### config.mk
export PLATFORM = sky130hd
export DESIGN_NAME = fwd_hazard_ctrl_flat
export DESIGN_NICKNAME = d
export VERILOG_FILES = /design/src/rtl/fwd_hazard_if.sv /design/src/rtl/fwd_hazard_ctrl.sv /design/src/flat_wrapper.sv
export SDC_FILE = /design/constraint.sdc
export NUM_CORES = 1
export LEC_CHECK = 0
export ABC_AREA = 1
export BUFFER_PORTS_ARGS = -buffer_cell sky130_fd_sc_hd__buf_2
export CAP_MARGIN = 20
export CORE_MARGIN = 2
export CORE_UTILIZATION = 40
export CTS_CLUSTER_SIZE = 40
export DETAILED_ROUTE_END_ITERATION = 8
export PLACE_DENSITY_LB_ADDON = 0.1
export SLEW_MARGIN = 25
export SYNTH_ARGS = -nofsm -noshare
export SYNTH_HDL_FRONTEND = slang
export SYNTH_SLANG_ARGS = --single-unit
export TNS_END_PERCENT = 5
### constraint.sdc
create_clock -name clk -period 2.18 [get_ports clk]
set_clock_uncertainty 0.2 [all_clocks]
set_input_delay 0 -clock clk [delete_from_list [all_inputs] [get_ports clk]]
set_output_delay 0 -clock clk [all_outputs]
set_load 0.01 [all_outputs]
### src/rtl/fwd_hazard_if.sv
// ID-stage request and EX-operand control bundle for the forwarding/hazard unit.
// master = decoder/pipeline side, slave = fwd_hazard_ctrl.
interface fwd_hazard_if #(
    parameter int unsigned REG_W = 5,
    parameter int unsigned CNT_W = 16
);
    logic             id_valid;
    logic [REG_W-1:0] id_rs;
    logic [REG_W-1:0] id_rt;
    logic             id_uses_rs;
    logic             id_uses_rt;
    logic [REG_W-1:0] id_dest;
    logic             id_reg_write;
    logic             id_mem_read;
    logic             flush;
    logic [1:0]       fwd_a;
    logic [1:0]       fwd_b;
    logic             stall;
    logic             ex_valid;
    logic [CNT_W-1:0] stall_count;

    modport master (
        output id_valid, id_rs, id_rt, id_uses_rs, id_uses_rt,
               id_dest, id_reg_write, id_mem_read, flush,
        input  fwd_a, fwd_b, stall, ex_valid, stall_count
    );

    modport slave (
        input  id_valid, id_rs, id_rt, id_uses_rs, id_uses_rt,
               id_dest, id_reg_write, id_mem_read, flush,
        output fwd_a, fwd_b, stall, ex_valid, stall_count
    );
endinterface

### src/rtl/fwd_hazard_ctrl.sv
// EX-operand forwarding select and load-use stall generation for a 5-stage MIPS pipe.
// Tracks destination state of ID/EX, EX/MEM and MEM/WB in private shadow registers.
module fwd_hazard_ctrl #(
    parameter int unsigned REG_W = 5,
    parameter int unsigned CNT_W = 16
) (
    input  logic         clk,
    input  logic         reset,
    fwd_hazard_if.slave  bus
);

    localparam logic [1:0] SEL_RF  = 2'd0;
    localparam logic [1:0] SEL_WB  = 2'd1;
    localparam logic [1:0] SEL_MEM = 2'd2;

    typedef struct packed {
        logic             valid;
        logic [REG_W-1:0] dest;
        logic             reg_write;
        logic             mem_read;
        logic [REG_W-1:0] rs;
        logic [REG_W-1:0] rt;
        logic             uses_rs;
        logic             uses_rt;
    } ex_entry_t;

    // Back-end entries only ever act as producers, so sources are not kept.
    typedef struct packed {
        logic             valid;
        logic [REG_W-1:0] dest;
        logic             reg_write;
    } wb_entry_t;

    ex_entry_t        idex_q;
    ex_entry_t        idex_d;
    wb_entry_t        exmem_q;
    wb_entry_t        memwb_q;
    logic [CNT_W-1:0] cnt_q;

    logic             load_in_ex_c;
    logic             src_hit_c;
    logic             stall_c;
    logic [1:0]       fwd_a_c;
    logic [1:0]       fwd_b_c;

    function automatic logic produces(input wb_entry_t e, input logic [REG_W-1:0] src);
        return e.valid && e.reg_write && (e.dest != '0) && (e.dest == src);
    endfunction

    function automatic logic [1:0] pick_sel(input logic             ex_valid,
                                            input logic             uses,
                                            input logic [REG_W-1:0] src,
                                            input wb_entry_t        mem,
                                            input wb_entry_t        wb);
        logic [1:0] sel;
        sel = SEL_RF;
        if (ex_valid && uses) begin
            if (produces(mem, src)) begin
                sel = SEL_MEM;
            end else if (produces(wb, src)) begin
                sel = SEL_WB;
            end
        end
        return sel;
    endfunction

    // Load-use detection against the instruction currently sitting in ID/EX.
    always_comb begin
        load_in_ex_c = 1'b0;
        src_hit_c    = 1'b0;
        stall_c      = 1'b0;
        load_in_ex_c = idex_q.valid && idex_q.mem_read && idex_q.reg_write &&
                       (idex_q.dest != '0);
        src_hit_c    = (bus.id_uses_rs && (bus.id_rs == idex_q.dest)) ||
                       (bus.id_uses_rt && (bus.id_rt == idex_q.dest));
        stall_c      = bus.id_valid && !bus.flush && load_in_ex_c && src_hit_c;
    end

    // Youngest producer wins: EX/MEM is checked before MEM/WB.
    always_comb begin
        fwd_a_c = SEL_RF;
        fwd_b_c = SEL_RF;
        fwd_a_c = pick_sel(idex_q.valid, idex_q.uses_rs, idex_q.rs, exmem_q, memwb_q);
        fwd_b_c = pick_sel(idex_q.valid, idex_q.uses_rt, idex_q.rt, exmem_q, memwb_q);
    end

    // Next ID/EX content: a bubble unless a real, unsquashed, unstalled instruction.
    always_comb begin
        idex_d = '0;
        if (bus.id_valid && !bus.flush && !stall_c) begin
            idex_d.valid     = 1'b1;
            idex_d.dest      = bus.id_dest;
            idex_d.reg_write = bus.id_reg_write;
            idex_d.mem_read  = bus.id_mem_read;
            idex_d.rs        = bus.id_rs;
            idex_d.rt        = bus.id_rt;
            idex_d.uses_rs   = bus.id_uses_rs;
            idex_d.uses_rt   = bus.id_uses_rt;
        end
    end

    always_ff @(posedge clk) begin
        if (reset) begin
            idex_q  <= '0;
            exmem_q <= '0;
            memwb_q <= '0;
            cnt_q   <= '0;
        end else begin
            memwb_q           <= exmem_q;
            exmem_q.valid     <= idex_q.valid;
            exmem_q.dest      <= idex_q.dest;
            exmem_q.reg_write <= idex_q.reg_write;
            idex_q            <= idex_d;
            if (stall_c && (cnt_q != '1)) begin
                cnt_q <= cnt_q + CNT_W'(1);
            end
        end
    end

    assign bus.fwd_a       = fwd_a_c;
    assign bus.fwd_b       = fwd_b_c;
    assign bus.stall       = stall_c;
    assign bus.ex_valid    = idex_q.valid;
    assign bus.stall_count = cnt_q;

endmodule

### src/flat_wrapper.sv
// flat-port wrapper written by rule: the top's interface ports become plain ports
module fwd_hazard_ctrl_flat 
#(
    parameter int unsigned REG_W = 5,
    parameter int unsigned CNT_W = 16
)
  (clk, reset, bus_id_valid, bus_id_rs, bus_id_rt, bus_id_uses_rs, bus_id_uses_rt, bus_id_dest, bus_id_reg_write, bus_id_mem_read, bus_flush, bus_fwd_a, bus_fwd_b, bus_stall, bus_ex_valid, bus_stall_count);
  fwd_hazard_if #(.REG_W(REG_W), .CNT_W(CNT_W)) bus_i ();
  input  logic clk;
  input  logic reset;
  input wire logic [$bits(bus_i.id_valid)-1:0] bus_id_valid;
  input wire logic [$bits(bus_i.id_rs)-1:0] bus_id_rs;
  input wire logic [$bits(bus_i.id_rt)-1:0] bus_id_rt;
  input wire logic [$bits(bus_i.id_uses_rs)-1:0] bus_id_uses_rs;
  input wire logic [$bits(bus_i.id_uses_rt)-1:0] bus_id_uses_rt;
  input wire logic [$bits(bus_i.id_dest)-1:0] bus_id_dest;
  input wire logic [$bits(bus_i.id_reg_write)-1:0] bus_id_reg_write;
  input wire logic [$bits(bus_i.id_mem_read)-1:0] bus_id_mem_read;
  input wire logic [$bits(bus_i.flush)-1:0] bus_flush;
  output wire logic [$bits(bus_i.fwd_a)-1:0] bus_fwd_a;
  output wire logic [$bits(bus_i.fwd_b)-1:0] bus_fwd_b;
  output wire logic [$bits(bus_i.stall)-1:0] bus_stall;
  output wire logic [$bits(bus_i.ex_valid)-1:0] bus_ex_valid;
  output wire logic [$bits(bus_i.stall_count)-1:0] bus_stall_count;
  assign bus_i.id_valid = bus_id_valid;
  assign bus_i.id_rs = bus_id_rs;
  assign bus_i.id_rt = bus_id_rt;
  assign bus_i.id_uses_rs = bus_id_uses_rs;
  assign bus_i.id_uses_rt = bus_id_uses_rt;
  assign bus_i.id_dest = bus_id_dest;
  assign bus_i.id_reg_write = bus_id_reg_write;
  assign bus_i.id_mem_read = bus_id_mem_read;
  assign bus_i.flush = bus_flush;
  assign bus_fwd_a = bus_i.fwd_a;
  assign bus_fwd_b = bus_i.fwd_b;
  assign bus_stall = bus_i.stall;
  assign bus_ex_valid = bus_i.ex_valid;
  assign bus_stall_count = bus_i.stall_count;
  fwd_hazard_ctrl #(.REG_W(REG_W), .CNT_W(CNT_W)) u_core (.clk(clk), .reset(reset), .bus(bus_i));
endmodule
Word level (Yosys, flattened, before mapping):

Index checks and enable logic that the tools add are counted.

* register bits: 50
* output and inout port bits: 22

* add/subtract/negate cells: 1
* eq/ne operators: 7
* mux-type cells: 7
* bitwise logic cells: 1
* reductions and logical operators: 27

Operators with widths (count)
* $eq A5 B5 Y1: 6
* $logic_and A1 B1 Y1: 20
* $mux W20: 1
* $add A16 B1 Y16 const B: 1
* $ne A16 B16 Y1 const B: 1
* $reduce_bool A5 Y1: 3
* $mux W2: 4
* $logic_not A1 Y1: 2
* $mux W1: 2
* $reduce_or A2 Y1: 1
* $logic_or A1 B1 Y1: 1
* $not A1 Y1: 1

Longest topological paths before layout:

Gate-level depths: netlist of the first run.

* word-level depth: 9
* mapped depth: 11

Least setup slack after synthesis of the first run:

OpenSTA, ideal clock, no wires.

* kind: register -> register
* from: register u_core.cnt_q[0] (netlist: u_core.bus.stall_count[0])
* to: register u_core.cnt_q[0] (netlist: u_core.bus.stall_count[0])
* setup time: 0.113 ns
* arrival time: 1.352 ns
* data required time: 1.867 ns
* setup slack: 0.515 ns
* stages on the path, launching flop included: 9
* path buffers: 0
* clock period less this slack: 1.665 ns
* cell sequence: dfxtp_1 -> ha_1 -> nand2_2 -> nor2_4 -> nand4_1 -> nand3_2 -> nand2_1 -> nand2_1 -> nor2_1

* longest elaborated chain between the ends: 2
* elaborated cells on any way between the ends: 3
* those cells by class: 1 x add/sub; 1 x eq/ne; 1 x reduce/logical

RTL lines
* from (decl): line fwd_hazard_ctrl.sv:38 `logic [CNT_W-1:0] cnt_q;`
* from (signal assigned): line fwd_hazard_ctrl.sv:115 `cnt_q <= cnt_q + CNT_W'(1);`
* parallel branches: the longest is 2 deep, another holds $add A16 B1 Y16

Parallel ways; which one is timed is not known.
A chain may end at the register's enable or synchronous reset.

Final worst setup path of the first run:

* from: register u_core.idex_q[16] (netlist name)
* to: register u_core.idex_q[5] (netlist name)

* longest elaborated chain between the ends: 8
* elaborated cells on any way between the ends: 13
* those cells by class: 2 x eq/ne; 1 x bitwise; 10 x reduce/logical

RTL lines
* from (decl): line fwd_hazard_ctrl.sv:34 `ex_entry_t idex_q;`
* from (signal assigned): line fwd_hazard_ctrl.sv:113 `idex_q <= idex_d;`
* $eq A5 B5 Y1 (tied with other cells): line fwd_hazard_ctrl.sv:74 `src_hit_c = (bus.id_uses_rs && (bus.id_rs == idex_q.dest)) ||`
* $logic_and A1 B1 Y1 (on tied branches): line fwd_hazard_ctrl.sv:74, fwd_hazard_ctrl.sv:72, fwd_hazard_ctrl.sv:75
* $logic_or A1 B1 Y1 or $logic_and A1 B1 Y1 (tied branches): line fwd_hazard_ctrl.sv:74, fwd_hazard_ctrl.sv:76
* $logic_and A1 B1 Y1 *: line fwd_hazard_ctrl.sv:76 `stall_c = bus.id_valid && !bus.flush && load_in_ex_c && src_hit_c;`
* $logic_not A1 Y1 *: line fwd_hazard_ctrl.sv:90 `if (bus.id_valid && !bus.flush && !stall_c) begin`
* $logic_and A1 B1 Y1 *: line fwd_hazard_ctrl.sv:90
* $not A1 Y1 (no source line) *
* $reduce_or A2 Y1 (no source line) *

Every way passes the cells marked *; elsewhere a longest branch is shown, timed or not.

==> results of run 1 <==
[power groups by stage]
stage | combinational, mW | sequential, mW | clock, mW
6_report | 0.137 | 0.938 | 0.576
5_1_grt | 0.156 | 0.941 | 0.639
4_1_cts | 0.137 | 0.938 | 0.597
3_5_place_dp | 0.110 | 0.960 | 0
3_3_place_gp | 0.110 | 0.959 | 0
2_1_floorplan | 0.0717 | 0.957 | 0
[metrics by stage]
stage                     setup slack [ns]  hold WS (ns)  std cells  utilization, %  cell area [um2]
after floorplan                      0.515       -0.0878        379               -             2540
after global placement               0.351        0.0113        495            45.1             2820
after detailed placement             0.302        0.0171        495            45.1             2820
after CTS                            0.281       0.00564        523            49.9             3120
after global routing                0.0534        0.0593        523            49.9             3120
final                                0.323        0.0111        523            49.9             3120
[registers in the layout, summed over array words and instances (netlist names)]
name	flops
u_core.exmem_q	7
u_core.bus.ex_valid	1
u_core.bus.stall_count	16
u_core.memwb_q	7
u_core.idex_q	19
[area by class of cell]
class	instances	area (um2)
repair buffers	68	450
inverters	63	236
multi-input cells	257	1230
fillers	640	3130
well taps	77	96.3
clock inverters	3	28.8
clock buffers	5	68.8
flip-flops and latches	50	1000
[repair_timing]
| action | CTS | global route |
|---|---|---|
| hold endpoints to repair | 48 | 0 |
| hold buffers | 20 | 0 |
| buffers inserted | 0 | 0 |
[tightest hold or removal path: stages]
cell	delay, ns
buf_2	0.07
nor2_1	0.05
nand3_1	0.07
buf_4	0.23
nor2_1	0.06
[logic make-up (layout without fill, tap and decap cells)]
family	Yosys count	count (layout)
AO/OA/AOI/OAI	12	12
buffers and inverters	72	139
flip-flops	50	50
XOR/XNOR	19	19
AND/OR/NAND/NOR	225	225
adder cells (fa/ha/maj)	1	1
[worst paths after layout]
path | startpoint | end | slack [ns] | depth (start not counted)
max | u_core.idex_q[16]$_SDFF_PP0_ | u_core.idex_q[5]$_SDFF_PP0_ | 0.32 | 10
min | bus_flush | u_core.idex_q[13]$_SDFF_PP0_ | 0.01 | 5
max reg2reg | u_core.idex_q[16]$_SDFF_PP0_ | u_core.idex_q[5]$_SDFF_PP0_ | 0.32 | 10
min reg2reg | u_core.exmem_q[6]$_SDFF_PP0_ | u_core.memwb_q[6]$_SDFF_PP0_ | 0.24 | 2
[synth_stat cells (all sizes together)]
cell type  number
a21oi          10
a31oi           1
buf             6
clkbuf          3
dfxtp          50
ha              1
inv            63
nand2          93
nand3          22
nand3b          2
nand4          21
nor2           82
nor3            4
nor4            1
o311ai          1
xnor2           8
xor2           11
[metal layers]
| metal | up-vias | routed length (um) |
|---|---|---|
| li1 | 1292 | - |
| met1 | 1046 | 2900 |
| met2 | 56 | 2560 |
| met3 | 2 | 275 |
| met4 | 0 | 29 |
| met5 | - | 0 |
==> out/qor.yml, run 1 <==
yosys:
  syn_avg_cell_area_um2: 6.69
  synth_cell_type_count: 26
  synth_xor_area_share_pct: 6.56
  syn_area_mm2: 0.00254
  synth_mux_area_share_pct: 0
  synth_fa_ha_area_share_pct: 0.493
  synth_area_leaders: "dfxtp_1 39%, nand2_1 13%, nor2_1 11%"
  yosys_warnings: 0
  yosys.area.top_type: "dfxtp_1"
  synth_top_family_by_area: "simple AND/OR/NAND/NOR gates"
  synth_compound_area_share_pct: 2.57
  ys_seq_area_share_pct: 39.5
  syn_inst: 379
  synth_top_area_share_pct: 39.5
  ys_seq_elements: 50
  synth_simple_gate_area_share_pct: 39.0
  synth.net_count: 403
grt:
  met1_usage_pct: 25.0
  grtUsageMet2_pct: 27.0
  grt_max_degree: 25
  grt_antenna_before_repair: 0
  grt-ovfl-total: 0
  grt_busiest_layer: "met2"
  grtUsageTotal_pct: 17.5
  grt_use_met3_pct: 4.35
  grt_pass1_wl_um: 10100
  grt_pass1_vias: 2156
power_and_ir_drop:
  power.internal_mw: 1.24
  power_mw: 1.65
  power.share.sequential_pct: 56.8
  sw_frac_of_total_pct: 25.2
  pwr-share-comb_pct: 8.3
  p_switching_uw: 416
  ir_worst_vdd_v: 0.000297
  power_density_mw_per_mm2: 530
  clkPwrFrac_pct: 34.9
  leakagePower_nw: 1.58
timing:
  finalSetupViolations: 0
  hold_violations: 0
  rsz0062_at_grt: "false"
  fmax_mhz: 538
  slew_headroom_pct: 77.4
  period_needed_ns: 1.86
  report.final.slew_viol_count: 0
  worstMarginPinSlew_ns: 0.335
  setup_tns_ns: 0
  fin_crit_sh_pct: 85.2
finish:
  syn_to_final_growth_pct: 22.8
  diodes: 0
  final_cell_mix: "91 x nand2_1, 76 x nor2_1, 60 x inv_1"
  drive_above_1_share_pct: 15.7
  layout_commonest_cell: "nand2_1"
  fin_nets: 469
setup_path:
  max_stage_delay_ns: 0.38
  crit_buf_inv: 2
  cp_top_family: "simple AND/OR/NAND/NOR gates"
  cpMaxStageDelayCell: "dfxtp_1"
  worstSetupPathType: "reg2reg"
  cp_data_required_time_ns: 2.18
  arrival_ns: 1.85
  critPathLaunchType: "register"
  cp_common_cell: "nand2_1"
  crit_path_end_kind: "register"
  cp_max_fo: 20
  path_cells: "inv_2 > nand2_1 > nand2_1 > nor2_2 > nand3_1 > nand2_2 > nand2_1 > nand3_1 > buf_4 > nor2_1"
die:
  die_w_um: 83.6
  row_count: 29
  die_y_um: 83.6
  floorplan.die_area_mm2: 0.00699
  io_pins: 45
  core_mm2: 0.00624
  start_util_pct: 40.6
detailed_routing:
  ant_nets: 0
  dr.pass1.iters: 4
  post_drt_wl_per_cell_um: 11.0
  drt_wl_total_um: 5760
  drc: 0
  vias_per_cell: 4.58
  drtIter0Drc: 83
  vias: 2396
run:
  cap_viol_max_count: 0
place:
  dp_hpwl_um: 4350
  io_buffers: 44
  gp_congestion: 0.796
run_status:
  outcome: "complete, no violations"
clock_tree:
  ctsRootBufferMaster: "clkbuf_8"
  cts.repair.resized: 0
  clk_latency_ns: 0.30
  cts_buffers: 5
  cts.sinks: 50
  cts.htree.levels: 2
  clk_pin_slew_ns: 0.10
  clockBufferDepth: 2
  cts_tree: "built"
hold_path:
  hold_path.class: "in2reg"
No activity file was read; power rests on OpenSTA's default activity.
==> run 2, diff against run 1 <==
- ABC_AREA: 1 -> default
==> run 2 against run 1 <==
Against the previous run:
- clock power is 0.9% lower
- core utilization is 6.3 points higher
- final cell count shrank 25%
- critical path depth is 4 lower
- count of clock-buffer cells in the layout stayed put
- sequential cell count unchanged
- design area decreased by 2.4%
- first-iteration DRC count fell by 48%
- worst hold slack gained 0.036 ns
- non-clock buffer count grew 23
- sequential share of layout area increased by 0.88 points
- wire length shrank 13%
==> out/qor.yml, run 2 <==
run_status:
  outcome: "complete, no violations"
timing:
  fin_crit_sh_pct: 99.2  # +14 points
  slew_headroom_pct: 74.7  # -2.7 points
  worstMarginPinSlew_ns: 0.376  # +0.0407 ns
  finalSetupViolations: 0  # unchanged
  report.final.slew_viol_count: 0  # unchanged
  setup_tns_ns: 0  # unchanged
  period_needed_ns: 2.16  # +0.306 ns
  hold_violations: 0  # unchanged
  fmax_mhz: 462  # -14%
  rsz0062_at_grt: "true"
run:
  cap_viol_max_count: 0  # unchanged
grt:
  grt_antenna_before_repair: 0  # unchanged
  grt-ovfl-total: 0  # unchanged
  grtUsageTotal_pct: 17.5  # about the same
  grt_max_degree: 33  # +32%
  grt_pass1_vias: 1844  # -14%
  grt_pass1_wl_um: 8510  # -15%
setup_path:
  critPathLaunchType: "register"
  crit_path_end_kind: "register"
  arrival_ns: 2.19  # +0.34 ns
  worstSetupPathType: "reg2reg"
  cp_data_required_time_ns: 2.21  # +0.03 ns
  path_cells: "xor2_1 > nor4_1 > a32oi_1 > buf_12 > or4_1 > a21oi_1"
  cpMaxStageDelayCell: "or4_1"
  cp_max_fo: 32  # +60%
  cp_top_family: "simple AND/OR/NAND/NOR gates"
  max_stage_delay_ns: 0.51  # +0.13 ns
  crit_buf_inv: 1  # -1
clock_tree:
  clk_pin_slew_ns: 0.09  # about the same
  cts_tree: "built"
  clockBufferDepth: 2  # unchanged
  clk_latency_ns: 0.31  # about the same
  cts.sinks: 50  # unchanged
  ctsRootBufferMaster: "clkbuf_8"
  cts.htree.levels: 2  # unchanged
  cts_buffers: 5  # unchanged
detailed_routing:
  vias: 1902  # -21%
  drc: 0  # unchanged
  post_drt_wl_per_cell_um: 12.8  # +16%
  drt_wl_total_um: 4990  # -13%
  dr.pass1.iters: 4  # unchanged
  vias_per_cell: 4.86  # +6.2%
  drtIter0Drc: 43  # -48%
  ant_nets: 0  # unchanged
power_and_ir_drop:
  power.internal_mw: 1.23  # about the same
  leakagePower_nw: 1.32  # -16%
  clkPwrFrac_pct: 35.0  # about the same
  power_density_mw_per_mm2: 537  # +1.4%
  ir_worst_vdd_v: 0.000350  # +18%
  p_switching_uw: 399  # -4.0%
  pwr-share-comb_pct: 7.5  # -0.8 points
  sw_frac_of_total_pct: 24.4  # -0.75 points
  power.share.sequential_pct: 57.5  # +0.7 points
  power_mw: 1.63  # -1.0%
yosys:
  synthTopCellsByCount: "50 x dfxtp_1, 20 x xor2_1, 19 x and2_1, 17 x nor2b_1, 12 x a21oi_1"
  synth_top_area_share_pct: 45.5  # +6.0 points
  syn_inst: 229  # -40%
  synth-edff-count: 0  # unchanged
  synth.net_count: 253  # -37%
  yosys.area.top_type: "dfxtp_1"
  ys.flop_type: "dfxtp_1"
  ys_seq_elements: 50  # unchanged
  yosys_warnings: 0  # unchanged
  syn_avg_cell_area_um2: 9.62  # +44%
  synth_area_leaders: "dfxtp_1 45%, xor2_1 8.0%, and2_1 5.4%"
  ys_seq_area_share_pct: 45.5  # +6.0 points
  postSynth.asyncResetShare_pct: 0  # unchanged
  synth_cell_type_count: 37  # +42%
  synth.most_common_cell: "dfxtp_1"
  syn_area_mm2: 0.00220  # -13%
place:
  gp_congestion: 0.808  # +1.5%
  placed_area_mm2: 0.00269  # -4.7%
  dp_hpwl_um: 3580  # -18%
  io_buffers: 44  # unchanged
finish:
  diodes: 0  # unchanged
  largest-register: "u_core.idex_q"
  nFillCells: 510  # -20%
  largest_reg_flops: 19  # unchanged
  layout_commonest_cell: "dfxtp_1"
  syn_to_final_growth_pct: 38.1
  final_area_mm2: 0.00304  # -2.4%
  ff_latch_area_mm2: 0.00100  # +0.25%
  final_cell_mix: "48 x dfxtp_1, 44 x buf_2, 24 x buf_4"
  drive_above_1_share_pct: 29.2  # +13 points
  fin_nets: 342  # -27%
  fin_util_pct: 56.3  # +6.3 points
  multi_input_area_mm2: 0.00119  # -3.9%
die:
  core_mm2: 0.00541  # -13%
  io_pins: 45  # unchanged
  die_y_um: 78.2  # -6.5%
  floorplan.die_area_mm2: 0.00611  # -13%
  start_util_pct: 40.7  # +0.10 points
  row_count: 27  # -6.9%
  die_w_um: 78.2  # -6.5%
hold_path:
  hold_path.class: "in2reg"
## run 2: path summary, 6_finish.rpt
check | from | endpoint | slack [ns] | cells after the start
setup reg to reg | u_core.idex_q[14]$_SDFF_PP0_ | u_core.bus.stall_count[14]$_SDFFE_PP0P_ | 0.02 | 6
hold / removal | bus_id_valid | u_core.bus.ex_valid$_SDFF_PP0_ | 0.05 | 3
hold reg to reg | u_core.exmem_q[6]$_SDFF_PP0_ | u_core.memwb_q[6]$_SDFF_PP0_ | 0.27 | 1
setup / recovery | u_core.idex_q[14]$_SDFF_PP0_ | u_core.bus.stall_count[14]$_SDFFE_PP0P_ | 0.02 | 6
## run 2: routing by layer
metal	GRT usage [%]	up-vias	wire length [um]
met5	0	-	0
met2	27.2	29	2240
met3	3.22	6	158
met1	24.8	863	2540
li1	-	1004	-
met4	5.26	0	60
## run 2: kinds of logic (layout without fill, tap and decap cells)
kind of cell               after synthesis  in the layout  synth area share [%]
muxes                                    2              2                  1.02
buffers and inverters                   13            103                  2.44
AOI/OAI and AO/OA                       35             35                  11.4
adders and majority gates                1              1                 0.568
and+or+nand+nor                         98             98                  27.2
xor gates and xnor gates                30             30                  11.9
DFF                                     50             50                  45.5
## run 2: cell type report
type | count | area share, %
tap | 72 | 2.96
sequential | 50 | 33.0
inverter | 4 | 0.494
clock inverter | 3 | 0.864
multi-input combinational | 166 | 39.0
timing repair buffer | 91 | 21.4
clock buffer | 5 | 2.26
## run 2: what timing repair did
action / 4_1_cts / 5_1_grt
setup endpoints to repair: 15 / 35
pin swaps: 1 / 3
hold buffers: 21 / 0
setup buffers: 0 / 1
endpoints found under the hold margin: 33 / 0
resized for setup: 3 / 5
## run 2: worst min-delay path, delay by kind of cell
family                 cells  cell delay (ns)
buffers and inverters      1             0.09
AND/OR/NAND/NOR            1             0.15
AO/OA/AOI/OAI              1             0.22
## run 2: power groups by stage
stage          clock network (mW)  logic, mW  registers [mW]
6_report                    0.571      0.123           0.939
5_1_grt                     0.628      0.137           0.942
3_3_place_gp                    0     0.0931           0.960
2_1_floorplan                   0     0.0529           0.958
3_5_place_dp                    0     0.0930           0.961
4_1_cts                     0.597      0.122           0.940
## run 2: metrics by stage
stage	setup slack [ns]	std cells	hold WS, ns
CTS	0.00606	390	0.0321
global placement	-0.257	361	-0.00142
finish	0.0164	391	0.0476
floorplan	0.118	229	-0.0783
detailed placement	-0.0302	361	0.00108
global route	-0.0873	391	0.0659
==> run 3, diff against run 2 <==
- CORE_ASPECT_RATIO: default -> 2
==> run 3 against run 2 <==
Against the previous run:
- non-clock buffer count decreased by 2
- core utilization shrank 0.80 points
- register-to-register slack about the same
- sequential cell count is the same
- combinational power rose by 7%
- worst hold slack gained 0.018 ns
- sequential share of layout area up 0.60 points
- design area fell by 2.0%
- critical path depth grew 2
- first-iteration DRC count grew 2.3%
- maximum frequency decreased by 0.11%
==> out/qor.yml, run 3 (synthesis gave the netlist of run 2 again) <==
detailed_routing:
  vias_per_cell: 5.22  # +7.3%
  drc: 0  # unchanged
  drt_wl_total_um: 5660  # +13%
  dr.pass1.iters: 4  # unchanged
  drtIter0Drc: 44  # +2.3%
  vias: 1962  # +3.2%
  ant_nets: 0  # unchanged
  post_drt_wl_per_cell_um: 15.0  # +18%
die:
  row_count: 38  # +41%
  die_y_um: 109  # +39%
  start_util_pct: 41.0  # +0.25 points
  io_pins: 45  # unchanged
  floorplan.die_area_mm2: 0.00615  # +0.59%
  die_w_um: 56.5  # -28%
  core_mm2: 0.00537  # -0.60%
hold_path:
  hold_path.class: "in2reg"
  hp-start: "bus_id_valid"
  worst_hold_path.endpoint: "u_core.bus.ex_valid$_SDFF_PP0_"
  min_path_cells: 3  # unchanged
run_status:
  outcome: "complete, no violations"
setup_path:
  arrival_ns: 2.16  # -0.03 ns
  regToRegEndpoint: "u_core.bus.stall_count[6]$_SDFFE_PP0P_"
  reg2reg_depth: 6  # unchanged
  critPathLaunchType: "input pin"
  cp_max_fo: 32  # unchanged
  path_cells: "dlygate4sd3_1 > buf_2 > xor2_1 > nor4_1 > a32oi_1 > buf_12 > nor4_2 > mux2_2"
  cpMaxStageDelayCell: "dlygate4sd3_1"
  ff2ff_setup_slack_ns: 0.03  # about the same
  worstSetupPathType: "in2reg"
  crit_path_end_kind: "register"
  cp_data_required_time_ns: 2.17  # -0.04 ns
  rr_startpoint: "u_core.idex_q[14]$_SDFF_PP0_"
  max_stage_delay_ns: 0.54  # +0.03 ns
grt:
  met1_usage_pct: 16.8  # -8.1 points
  grt-ovfl-total: 0  # unchanged
  grt_antenna_before_repair: 0  # unchanged
  grt_pass1_vias: 1967  # +6.7%
  grt_max_degree: 33  # unchanged
  grtUsageMet2_pct: 39.7  # +12 points
  grt_pass1_wl_um: 8930  # +4.9%
  grtUsageTotal_pct: 19.0  # +1.5 points
  grt_busiest_layer: "met2"
  grt_use_met3_pct: 2.14  # -1.1 points
power_and_ir_drop:
  ir_worst_vdd_v: 0.000425  # +21%
  power_mw: 1.58  # -3.3%
  leakagePower_nw: 1.29  # -2.5%
  power_density_mw_per_mm2: 531  # -1.3%
timing:
  worst_slack_ns: 0.0140  # -0.00235 ns
  report.final.slew_viol_count: 0  # unchanged
  fmax_mhz: 462  # -0.11%
  setup_tns_ns: 0  # unchanged
  finalSetupViolations: 0  # unchanged
  hold_violations: 0  # unchanged
  rsz0062_at_grt: "true"
  slew_headroom_pct: 70.0  # -4.7 points
  period_needed_ns: 2.17  # +0.00235 ns
  worstMarginPinSlew_ns: 0.445  # +0.0693 ns
  fin_crit_sh_pct: 99.4  # +0.11 points
finish:
  final_area_mm2: 0.00298  # -2.0%
  layout_commonest_cell: "dfxtp_1"
  final_cell_mix: "50 x dfxtp_1, 44 x buf_2, 23 x buf_4"
  fin_nets: 340  # -0.58%
  drive_above_1_share_pct: 27.5  # -1.6 points
  largest_reg_flops: 19  # unchanged
  nFillCells: 502  # -1.6%
  largest-register: "u_core.idex_q"
  diodes: 0  # unchanged
  syn_to_final_growth_pct: 35.3
clock_tree:
  ctsRootBufferMaster: "clkbuf_8"
  cts_buffers: 5  # unchanged
  cts_tree: "built"
  clk_pin_slew_ns: 0.09  # about the same
  clockBufferDepth: 2  # unchanged
  cts.sinks: 50  # unchanged
  cts.htree.levels: 2  # unchanged
  clk_latency_ns: 0.30  # about the same
place:
  placed_area_mm2: 0.00264  # -1.5%
  gp_congestion: 0.837  # +3.6%
  post-place-ws_ns: 0.00362  # +0.0338 ns
  dp_hpwl_um: 4280  # +20%
  io_buffers: 44  # unchanged
run:
  cap_viol_max_count: 0  # unchanged
-- run 3: cell count changes in the layout (fill, tap and decap cells not counted), sizes merged --
cell / delta
buf: -2
clkinv: -1
clkinvlp: +2
inv: -2
-- run 3: worst max path at each step --
| stage | from | cells after the start | end |
|---|---|---|---|
| after floorplan | u_core.bus.stall_count[0]$_SDFFE_PP0P_ | 6 | u_core.bus.stall_count[0]$_SDFFE_PP0P_ |
| after global placement | u_core.idex_q[17]$_SDFF_PP0_ | 6 | u_core.idex_q[14]$_SDFF_PP0_ |
| after detailed placement | u_core.idex_q[17]$_SDFF_PP0_ | 6 | u_core.idex_q[14]$_SDFF_PP0_ |
| after CTS | u_core.idex_q[17]$_SDFF_PP0_ | 6 | u_core.bus.stall_count[6]$_SDFFE_PP0P_ |
| after global routing | u_core.idex_q[15]$_SDFF_PP0_ | 6 | u_core.bus.stall_count[6]$_SDFFE_PP0P_ |
| final | bus_id_rt[0] | 8 | u_core.bus.stall_count[6]$_SDFFE_PP0P_ |
-- run 3: repair_timing --
| action | in CTS | in global routing |
|---|---|---|
| cloned | 0 | 0 |
| hold endpoints to repair | 22 | 0 |
| hold buffers | 21 | 0 |
| resized for setup | 4 | 2 |
| pin swaps | 1 | 2 |
| setup buffers | 1 | 0 |
| setup endpoints to repair | 21 | 28 |
-- run 3: layout make-up --
type                       instances  area [um2]  area share, %
tap                               60        75.1           2.52
multi-input combinational        166        1180           39.6
timing repair buffer              89         623           20.9
inverter                           4        15.0          0.504
sequential                        50        1000           33.6
clock buffer                       5        68.8           2.31
clock inverter                     2        15.0          0.504
-- run 3: worst max-delay path, delay by kind of cell --
| kind | cells | cell delay [ns] |
|---|---|---|
| buffers and inverters | 3 | 0.88 |
| AND/OR/NAND/NOR | 2 | 0.57 |
| multiplexers | 1 | 0.37 |
| AO/OA/AOI/OAI | 1 | 0.18 |
| XOR/XNOR | 1 | 0.14 |
-- run 3: through the flow --
stage	instances	utilization, %	hold WS, ns
detailed placement	347	49.2	0.0104
global route	376	55.4	0.0956
finish	376	55.4	0.0653
CTS	376	55.1	0.0555
global placement	347	49.2	0.00289
floorplan	229	-	-0.0783
-- run 3: report_power, final --
part           internal (mW)  total (mW)  leakage (nW)  switching (mW)
Sequential             0.926       0.938         0.405          0.0116
Clock                  0.219       0.510        0.0362           0.291
Combinational         0.0724       0.132         0.846          0.0595
Total                   1.22        1.58          1.29           0.362
-- run 3: routing by layer --
metal  part of all wire (%)  up-vias
met5                      0        -
met4                    2.9        0
met3                    2.2       10
met2                     60       40
met1                     35      917
li1                       -      995
